==> src/rtl/mem_stage.sv <==
// mem_stage: load/store unit between register read and writeback, driving a word-wide single-port data RAM.
// Byte stores are read-modify-write; byte order is big-endian (offset 0 = bits [31:24]).
// Build option MEM_STAGE_UNALIGNED_TRAP_EN: misaligned word accesses trap (done+fault) instead of being aligned.
module mem_stage #(
    parameter int FULLW   = 32,
    parameter int REGAW   = 4,
    parameter int MEM_LAT = 1
) (
    input  logic             clk,
    input  logic             nreset,
    input  logic             req_valid,
    output logic             req_ready,
    input  logic             req_we,
    input  logic             req_byte,
    input  logic [FULLW-1:0] req_addr,
    input  logic [FULLW-1:0] req_wdata,
    input  logic [REGAW-1:0] req_rd,
    output logic             mem_en,
    output logic             mem_we,
    output logic [FULLW-1:0] mem_ad,
    output logic [FULLW-1:0] mem_d,
    input  logic [FULLW-1:0] mem_q,
    output logic             wb_valid,
    output logic [REGAW-1:0] wb_rd,
    output logic [FULLW-1:0] wb_data,
    output logic             done,
    output logic             fault
);
    typedef enum logic [2:0] {IDLE, RD_WAIT, MERGE, WRITE, RESP} state_t;

    localparam logic [FULLW-1:0] BMASK = FULLW'(8'hFF);

    state_t           state;
    logic [1:0]       cnt;
    logic [1:0]       lane;
    logic             we_l;
    logic             byte_l;
    logic [7:0]       wbyte;
    logic [REGAW-1:0] rd_l;
    logic [FULLW-1:0] rbuf;
    logic [4:0]       sh;
    logic [FULLW-1:0] rd_byte;
    logic [FULLW-1:0] merged;
    logic             trap;

`ifdef MEM_STAGE_UNALIGNED_TRAP_EN
    assign trap = ~req_byte & (req_addr[1:0] != 2'b00);
`else
    assign trap = 1'b0;
`endif

    assign req_ready = (state == IDLE);
    // big-endian lane: offset 0 sits in the top byte, so shift = (3 - offset) * 8
    assign sh        = {~lane, 3'b000};
    assign rd_byte   = (mem_q >> sh) & BMASK;
    assign merged    = (rbuf & ~(BMASK << sh)) | (FULLW'(wbyte) << sh);

    // transaction FSM; every RAM strobe and handshake output is a registered one-cycle pulse
    always_ff @(posedge clk or negedge nreset) begin
        if (!nreset) begin
            state    <= IDLE;
            cnt      <= '0;
            lane     <= '0;
            we_l     <= 1'b0;
            byte_l   <= 1'b0;
            wbyte    <= '0;
            rd_l     <= '0;
            rbuf     <= '0;
            mem_en   <= 1'b0;
            mem_we   <= 1'b0;
            mem_ad   <= '0;
            mem_d    <= '0;
            wb_valid <= 1'b0;
            wb_rd    <= '0;
            wb_data  <= '0;
            done     <= 1'b0;
            fault    <= 1'b0;
        end else begin
            mem_en   <= 1'b0;
            mem_we   <= 1'b0;
            wb_valid <= 1'b0;
            done     <= 1'b0;
            fault    <= 1'b0;
            case (state)
                IDLE: if (req_valid) begin
                    we_l   <= req_we;
                    byte_l <= req_byte;
                    lane   <= req_addr[1:0];
                    wbyte  <= req_wdata[7:0];
                    rd_l   <= req_rd;
                    if (trap) begin
                        done  <= 1'b1;
                        fault <= 1'b1;
                        state <= RESP;
                    end else begin
                        mem_en <= 1'b1;
                        mem_we <= req_we & ~req_byte;
                        mem_ad <= {req_addr[FULLW-1:2], 2'b00};
                        if (req_we & ~req_byte) begin
                            mem_d <= req_wdata;
                            state <= WRITE;
                        end else begin
                            cnt   <= 2'(MEM_LAT - 1);
                            state <= RD_WAIT;
                        end
                    end
                end
                RD_WAIT: if (cnt != 2'd0) begin
                    cnt <= cnt - 2'd1;
                end else if (we_l) begin
                    rbuf  <= mem_q;
                    state <= MERGE;
                end else begin
                    wb_valid <= 1'b1;
                    done     <= 1'b1;
                    wb_rd    <= rd_l;
                    wb_data  <= byte_l ? rd_byte : mem_q;
                    state    <= RESP;
                end
                MERGE: begin
                    mem_en <= 1'b1;
                    mem_we <= 1'b1;
                    mem_d  <= merged;
                    state  <= WRITE;
                end
                WRITE: begin
                    done  <= 1'b1;
                    state <= RESP;
                end
                default: state <= IDLE;
            endcase
        end
    end
endmodule

==> config.mk <==
export PLATFORM = sky130hd
export DESIGN_NAME = mem_stage
export DESIGN_NICKNAME = d
export VERILOG_FILES = /design/src/rtl/mem_stage.sv
export SDC_FILE = /design/constraint.sdc
export NUM_CORES = 1
export LEC_CHECK = 0
export CORE_UTILIZATION = 35
export CTS_CLUSTER_SIZE = 14
export DETAILED_ROUTE_END_ITERATION = 6
export PLACE_DENSITY = 0.7
export SYNTH_ARGS = -nofsm -noshare
export SYNTH_HDL_FRONTEND = slang
export SYNTH_SLANG_ARGS = --single-unit
export TNS_END_PERCENT = 100
==> constraint.sdc <==
create_clock -name clk -period 4 [get_ports clk]
set_clock_uncertainty 0.1 [all_clocks]
set_input_delay 1 -clock clk [delete_from_list [all_inputs] [get_ports clk]]
set_output_delay 1 -clock clk [all_outputs]
set_load 0.1 [all_outputs]
### Word-level counts from Yosys, hierarchy flattened

Cells that the tools add are included.

* flip-flop bits (word level): 155
* input port bits: 105

* equality and inequality tests: 8
* add/sub/neg operators: 1
* shift operators: 3
* mux-type cells: 21
* reductions and logical operators: 10
* bitwise operators: 8

Operators by type and width (count)
* $mux W32: 3
* $pmux W32 S2: 1
* $and A32 B32 Y32: 1
* $not A32 Y32: 1
* $or A32 B32 Y32: 1
* $shl A8 B5 Y32: 1
* $shl A8 B5 Y32 const A: 1
* $shr A32 B5 Y8: 1
* $pmux W3 S4: 1
* $mux W3: 3
* $reduce_and A3 Y1: 3
* $mux W2: 4
* $ne A2 B2 Y1 const B: 4
* $eq A3 B2 Y1 const B: 2
* $pmux W1 S2: 3
* $reduce_bool A2 Y1: 3
* $mux W1: 5
* $pmux W2 S2: 1
* $reduce_and A2 Y1: 2
* $reduce_and A4 Y1: 1
* $eq A3 B1 Y1 const B: 1
* $logic_not A3 Y1: 1
* $not A1 Y1: 3
* $ne A2 B1 Y1 const B: 1
* 3 further kinds: 3

### Depth between registers and ports, before layout

Gate-level depths: netlist of run 1.

* depth after elaboration: 6
* mapped depth: 8
* gate-level depth less buffers: 7

### Worst setup path before layout of run 1

Ideal clock, no wire load.

* path kind: flip-flop to flip-flop
* from: register state[1]
* to: register mem_ad[12]
* arrival: 2655 ps
* cell stages (with the launch flop): 7
* path slack: 1120 ps
* data required time: 3775 ps
* buffers on the path: 3
* cell sequence: dfrtp_1 > buf_6 > nor3_2 > and2_4 > buf_12 > buf_12 > mux2_2

* longest elaborated chain between the ends: 2

Ends and longest elaborated chain
* start, declared: RTL line 33 `state_t state;`
* start signal, assigned: RTL line 61 `state <= IDLE;`
* start signal, assigned: RTL line 94 `state <= RESP;`
* start signal, assigned: RTL line 101 `state <= WRITE;`
* $logic_not A3 Y1
* via req_ready: RTL line 12 `output logic req_ready,`
* $reduce_and A2 Y1 (no line)
* end signal, assigned: RTL line 98 `mem_ad <= {req_addr[FULLW-1:2], 2'b00};`
* end, declared: RTL line 20 `output logic [FULLW-1:0] mem_ad,`

The timed path passes the listed nets, and every way through them passes these cells.
A chain may end at the register's enable or synchronous reset.

### Worst setup path after layout of run 1

* from: register mem_d[1]
* to: output port mem_d[1]

RTL lines
* start, declared: RTL line 21 `output logic [FULLW-1:0] mem_d,`
* start signal, assigned: RTL line 100 `mem_d <= req_wdata;`
* start signal, assigned: RTL line 123 `mem_d <= merged;`

No word-level cell between the ends.

==> run_results.csv, run 1 <==
group,metric,value,unit
logic_synthesis,synth_cells,572,
layout,layout_common_cells,"clkdlybuf4s50_1, dfrtp_1, nand2_1",
clock_tree,ctsHoldBuffers,0,
sta,rsz0062_at_grt,"false",
sta,drv_slew,0,
sta,post-route-period-util,76.2,%
sta,finalHoldViolations,0,
clock_tree,post-cts-setup-buffer-count,0,
grt,grt_overflow,0,
layout,nNetsFinal,869,
grt,grt_use_total,19.1,%
die,start_util,35.7,%
placed_design,place_congestion,0.737,
logic_synthesis,synth-async-reset-ratio,100,%
layout,design_area,0.00969,mm2
grt,grt_max_degree,63,
die,io_pins,211,
placed_design,portBuffers,207,
sta,worst_slack,953,ps
clock_tree,clockBufferDepth,2,
setup_path,required,2900,ps
clock_tree,root_buffer,"clkbuf_16",
logic_synthesis,yosysSeqAreaShare,55.8,%
setup_path,worstPathArrival,1950,ps
sta,fmax,328,MHz
die,chipHeight,143,um
clock_tree,cts_buffers,17,
grt,antenna_found_initial,1,
die,row_count,51,
placed_design,pre_cts_ws,1170,ps
sta,tightest_slew,1040,ps
clock_tree,cts_max_level,4,
placed_design,hpwlAfterDp,13700,um
clock_tree,worstSkewPairLatency,410,ps
sta,fin_setup_tns,0,ps
drt,via_per_inst,4.89,
logic_synthesis,ys_ff_latch,155,
layout,syn_to_final_growth,39.3,%
die,dieArea,0.0204,mm2
layout,final_common_cell,"clkdlybuf4s50_1",
drt,routedWlPerCell,18.2,um
grt,grt_pass1_wl,29100,um
clock_tree,tritoncts,"yes",
sta,setup_viol,0,
logic_synthesis,synth_area,0.00695,mm2
setup_path,path_cells,"clkdlybuf4s50_1",
logic_synthesis,synth_edf_count,0,
logic_synthesis,synth.distinct_cells,36,
clock_tree,clk_pin_slew,60,ps
grt,grt_pass1_vias,5035,
setup_path,critPathTopFamily,"buffers and inverters",
drt,remaining_drc_errors,0,
die,die_x,143,um
drt,drtIter0Drc,317,
job,max_cap_violations,0,
run_status,status,"completed",
setup_path,slowest_delay,1160,ps
setup_path,critPathLaunchType,"register",
setup_path,worstPathMaxFanout,2,
logic_synthesis,yosysWarningCount,0,
setup_path,path_class,"reg -> out",
drt,dr.pass1.iters,5,
die,coreArea,0.0195,mm2
placed_design,placed_area,0.00908,mm2
drt,vias,5097,
setup_path,crit_buf_inv,1,
sta,relSlewSlack,30.4,%
layout,n_fill_cell,1755,
clock_tree,cts_sinks,155,
drt,wl,19000,um
clock_tree,cts_resized,0,
layout,fin_util,49.8,%
sta,fin_crit,3050,ps
min_path,hold_class,"reg -> reg",
setup_path,endpoint_kind,"output pin",
logic_synthesis,avgSynthCellArea,12.2,um2
drt,antenna_left,0,
logic_synthesis,synthFlopType,"dfrtp_1",
layout,layout-drive-gt1-share,14.7,%
setup_path,cpMaxStageDelayCell,"clkdlybuf4s50_1",
-- through the flow --
stage | hold slack [ps] | std cells
after floorplan | 332 | 574
after global placement | 349 | 1009
after detailed placement | 355 | 1009
after CTS | 369 | 1041
after global routing | 402 | 1042
final | 369 | 1042
-- final cells by class --
cell class                      count  area, um2  share of cell area, %
Sequential cell                   155       3880                   40.0
Multi-Input combinational cell    370       2710                   28.0
Timing Repair Buffer              215       2140                   22.1
Clock buffer                       26        519                   5.36
Tap cell                          265        332                   3.42
Clock inverter                      6       82.6                  0.853
Inverter                            4       15.0                  0.155
Antenna cell                        1       2.50                 0.0258
-- synth_stat cells, types with 8 or more instances --
library cell,instances,area (um2)
buf_4,10,75.1
nor2_1,32,120
mux2_2,36,405
buf_2,10,50.1
a21oi_1,26,130
o21ai_0,16,80.1
mux2_1,8,90.1
mux2i_1,18,180
mux2_4,34,510
a221oi_1,8,70.1
dfrtp_1,155,3880
nand3b_1,32,240
clkbuf_1,12,45.0
nand2_1,98,368
nand3_1,8,40.0
a221o_1,32,320
-- path summary, 6_finish.rpt --
path,startpoint,end,slack [ps],cells after the start
max,mem_d[1],mem_d[1],950,1
min,wb_data[27],wb_data[27],370,2
max reg2reg,cnt[0],rbuf[15],1750,5
min reg2reg,wb_data[27],wb_data[27],370,2
max in group asynchronous,nreset,mem_d[8],2400,2
min in group asynchronous,nreset,we_l,420,1
-- flip-flops by register name, summed over array words and instances, names as in the netlist --
register,cells
mem_ad,30
state,3
wb_rd,4
we_l,1
rbuf,32
mem_we,1
lane,2
mem_d,32
wb_valid,1
rd_l,4
mem_en,1
cnt,2
wbyte,8
byte_l,1
done,1
wb_data,32
-- metal layers --
metal	GRT usage, %	up-vias	wire, um
met5	0	-	0
met3	4.39	18	1050
li1	-	2395	-
met1	26.5	2532	8770
met4	5.83	0	252
met2	29.5	152	8900
-- logic make-up (layout without fill, tap and decap cells) --
kind of cell	Yosys count	after routing	share of synthesized area, %
compound gates	84	84	8.87
fa+ha+maj	1	1	0.180
buf+inv	49	251	5.29
flops	155	155	55.8
mux	96	96	17.1
other cells	1	4	0.0539
simple gates	186	186	12.7
Power of run 1 is left out: the tool's default activity adds up to more than one toggle a clock period on the data nets, which glitch-free logic cannot reach.
==> run 2, diff against run 1 <==
- PLACE_DENSITY: 0.7 -> 0.72
- clock period: 4 -> 2.5 ns (I/O delays scaled with it)
==> run_results.csv, run 2 (synthesis results as in run 1) <==
group,metric,value,unit
sta,fin_setup_tns,0,ps
drt,via_per_inst,4.86,
clock_tree,root_buffer,"clkbuf_16",
layout,layout_common_cells,"dfrtp_1, buf_4, clkdlybuf4s50_1",
layout,layout-drive-gt1-share,29.3,%
sta,drv_slew,0,
clock_tree,cts_max_level,4,
grt,grt_max_degree,55,
sta,post-route-period-util,89.2,%
setup_path,required,1770,ps
clock_tree,worstSkewPairLatency,440,ps
sta,rsz0062_at_grt,"false",
layout,top_regs,"mem_d: 32 flops, rbuf: 32 flops, wb_data: 32 flops",
layout,stdcell_count,1053,
layout,fin_util,49.3,%
layout,n_fill_cell,1711,
clock_tree,cts_buffers,17,
grt,antenna_found_initial,0,
placed_design,dp.cells,1022,
sta,fin_crit,2230,ps
drt,wl,19300,um
clock_tree,clk_pin_slew,60,ps
clock_tree,tritoncts,"yes",
die,chipHeight,143,um
setup_path,worstPathMaxFanout,13,
die,row_count,51,
sta,finalHoldViolations,0,
die,die_x,143,um
clock_tree,clockBufferDepth,2,
setup_path,crit_buf_inv,1,
setup_path,critPathLaunchType,"register",
layout,nNetsFinal,882,
layout,antennaDiodeCount,0,
sta,relSlewSlack,55.7,%
run_status,status,"completed",
clock_tree,ctsHoldBuffers,0,
die,coreArea,0.0195,mm2
sta,tightest_slew,663,ps
drt,antenna_left,0,
clock_tree,cts_sinks,155,
placed_design,hpwlAfterDp,14300,um
setup_path,path_cells,"nor3_4, buf_12",
grt,grt_pass1_wl,29100,um
die,dieArea,0.0204,mm2
setup_path,worstPathArrival,1510,ps
grt,grt_overflow,0,
setup_path,slowest_delay,540,ps
grt,grt_pass1_vias,4936,
setup_path,endpoint_kind,"output pin",
sta,setup_viol,0,
setup_path,path_class,"reg -> out",
die,io_pins,211,
clock_tree,cts_resized,0,
placed_design,place_congestion,0.811,
die,start_util,35.7,%
drt,drtIter0Drc,270,
drt,remaining_drc_errors,0,
min_path,hold_class,"in -> async",
setup_path,critPathTopFamily,"flip-flops",
job,max_cap_violations,0,
setup_path,cpMaxStageDelayCell,"dfrtp_1",
layout,final_common_cell,"dfrtp_1",
sta,fmax,448,MHz
layout,syn_to_final_growth,38.0,%
drt,routedWlPerCell,18.3,um
clock_tree,post-cts-setup-buffer-count,0,
drt,dr.pass1.iters,5,
grt,grt_use_total,19.4,%
placed_design,portBuffers,207,
drt,vias,5115,
-- run 2: metrics by stage --
step	setup slack [ps]	instance area, um2	hold slack [ps]
after global placement	197	8980	343
after global routing	218	9590	70.4
after CTS	267	9590	65.8
final	269	9590	37.4
after floorplan	108	6970	229
after detailed placement	172	8980	360
-- run 2: path summary, 6_finish.rpt --
kind | start | endpoint | cells past startpoint | slack (ps)
max | state[0] | req_ready | 2 | 270
min | nreset | mem_ad[9] | 1 | 40
max reg2reg | cnt[0] | rbuf[11] | 6 | 420
min reg2reg | wb_data[26] | wb_data[26] | 2 | 370
max in group asynchronous | nreset | mem_ad[25] | 2 | 1600
min in group clk | wb_data[26] | wb_data[26] | 2 | 370
-- run 2: metal layers --
layer / global-route usage (%) / share of wire (%) / wire length (um) / up-vias
li1: - / - / - / 2416
met1: 26.7 / 45 / 8730 / 2510
met2: 29.1 / 47 / 9110 / 168
met3: 4.56 / 5.6 / 1090 / 21
met4: 7.81 / 2.0 / 387 / 0
met5: 0 / 0 / 0 / -
-- run 2: cell type report --
cell class	instances	area, um2	area share [%]
sequential	155	3880	40.4
tap	265	332	3.46
clock buffer	20	467	4.87
clock inverter	11	144	1.50
inverter	4	15.0	0.157
multi-input combinational	370	2720	28.3
timing repair buffer	228	2040	21.2
Power of run 2 is left out for the same reason.
==> run 3, diff against run 2 <==
- CORE_UTILIZATION: 35 -> 43
- GPL_TIMING_DRIVEN: unset -> 0
- PLACE_DENSITY: 0.72 -> 0.84
==> run_results.csv, run 3 (synthesis results as in run 1) <==
group,metric,value,unit
drt,wl,19400,um
clock_tree,root_buffer,"clkbuf_16",
setup_path,required,1770,ps
placed_design,hpwlAfterDp,14400,um
sta,relSlewSlack,30.9,%
clock_tree,cts_max_level,4,
layout,nNetsFinal,907,
clock_tree,worstSkewPairLatency,430,ps
grt,grt_pass1_wl,29300,um
layout,antennaDiodeCount,0,
layout,design_area,0.00984,mm2
min_path,hold_class,"in -> async",
grt,antenna_found_initial,0,
clock_tree,tritoncts,"yes",
setup_path,path_cells,"buf_6, nor3_4, clkdlybuf4s15_2",
placed_design,placed_area,0.00934,mm2
clock_tree,cts_sinks,155,
layout,layout_common_cells,"dfrtp_1, clkdlybuf4s50_1, dlygate4sd2_1",
clock_tree,clk_pin_slew,60,ps
layout,final_common_cell,"dfrtp_1",
setup_path,critPathLaunchType,"register",
setup_path,endpoint_kind,"output pin",
run_status,status,"completed",
die,die_x,129,um
clock_tree,clockBufferDepth,2,
sta,hold_slack,103,ps
grt,grt_pass1_vias,5192,
drt,antenna_left,0,
clock_tree,post-cts-setup-buffer-count,0,
placed_design,portBuffers,207,
setup_path,worstPathArrival,1700,ps
die,io_pins,211,
clock_tree,cts_buffers,17,
layout,syn_to_final_growth,41.5,%
die,coreArea,0.0158,mm2
job,max_cap_violations,0,
drt,drtIter0Drc,395,
placed_design,pre_cts_ws,-59.9,ps
die,dieArea,0.0167,mm2
die,chipHeight,129,um
setup_path,reg2reg_depth,7,
grt,grt_max_degree,87,
sta,drv_slew,0,
setup_path,path_class,"reg -> out",
setup_path,cpMaxStageDelayCell,"clkdlybuf4s15_2",
drt,routedWlPerCell,18.8,um
drt,via_per_inst,5.19,
die,start_util,43.9,%
setup_path,worstPathMaxFanout,9,
layout,top_regs,"mem_d: 32 flops, rbuf: 32 flops, wb_data: 32 flops",
sta,fmax,412,MHz
sta,post-route-period-util,97.1,%
setup_path,slowest_delay,580,ps
drt,remaining_drc_errors,0,
die,row_count,46,
sta,tightest_slew,1040,ps
placed_design,place_congestion,0.853,
layout,layout-drive-gt1-share,16.7,%
sta,fin_setup_tns,0,ps
sta,rsz0062_at_grt,"false",
sta,finalHoldViolations,0,
grt,grt_use_total,23.8,%
sta,worst_slack,73.7,ps
drt,dr.pass1.iters,5,
sta,fin_crit,2430,ps
grt,grt_overflow,0,
sta,setup_viol,0,
drt,vias,5345,
-- run 3: layout make-up --
cell class                      count  area [um2]
Fill cell                        1263        5990
Sequential cell                   155        3880
Multi-Input combinational cell    370        2720
Timing Repair Buffer              208        1970
Clock buffer                       24         462
Buffer                             45         353
Tap cell                          216         270
Clock inverter                      8         165
Inverter                            4        15.0
-- run 3: repair_timing --
action | in CTS | in global routing
gates resized for setup | 105 | 0
hold buffers | 0 | 0
setup endpoints to repair | 103 | 0
-- run 3: layer usage --
| layer | share of wire (%) | global-route usage, % |
|---|---|---|
| met1 | 43 | 31.6 |
| met2 | 48 | 37.3 |
| met3 | 6.2 | 5.62 |
| met5 | 0 | 0 |
| met4 | 2.8 | 10.4 |
-- run 3: path summary, 6_finish.rpt --
kind                            slack [ps]        start           to
worst max register to register         530       cnt[0]   wb_data[4]
worst min register to register         360  wb_data[11]  wb_data[11]
worst min-delay path                   100       nreset         done
min in group clk                       360  wb_data[11]  wb_data[11]
max in group asynchronous             1340       nreset   mem_ad[11]
worst max-delay path                    70     state[1]    req_ready
-- run 3: critical path: cells and delay by family, from the launching register on --
| kind | cells | cell delay [ps] |
|---|---|---|
| buf+inv | 2 | 720 |
| flops | 1 | 370 |
| simple gates | 1 | 180 |
-- run 3: metrics by stage --
step / utilization, % / instances
2_1_floorplan: - / 574
4_1_cts: 62.2 / 1030
3_3_place_gp: 58.8 / 997
3_5_place_dp: 59.0 / 998
5_1_grt: 62.2 / 1030
6_report: 62.2 / 1030
Power of run 3 is left out for the same reason.
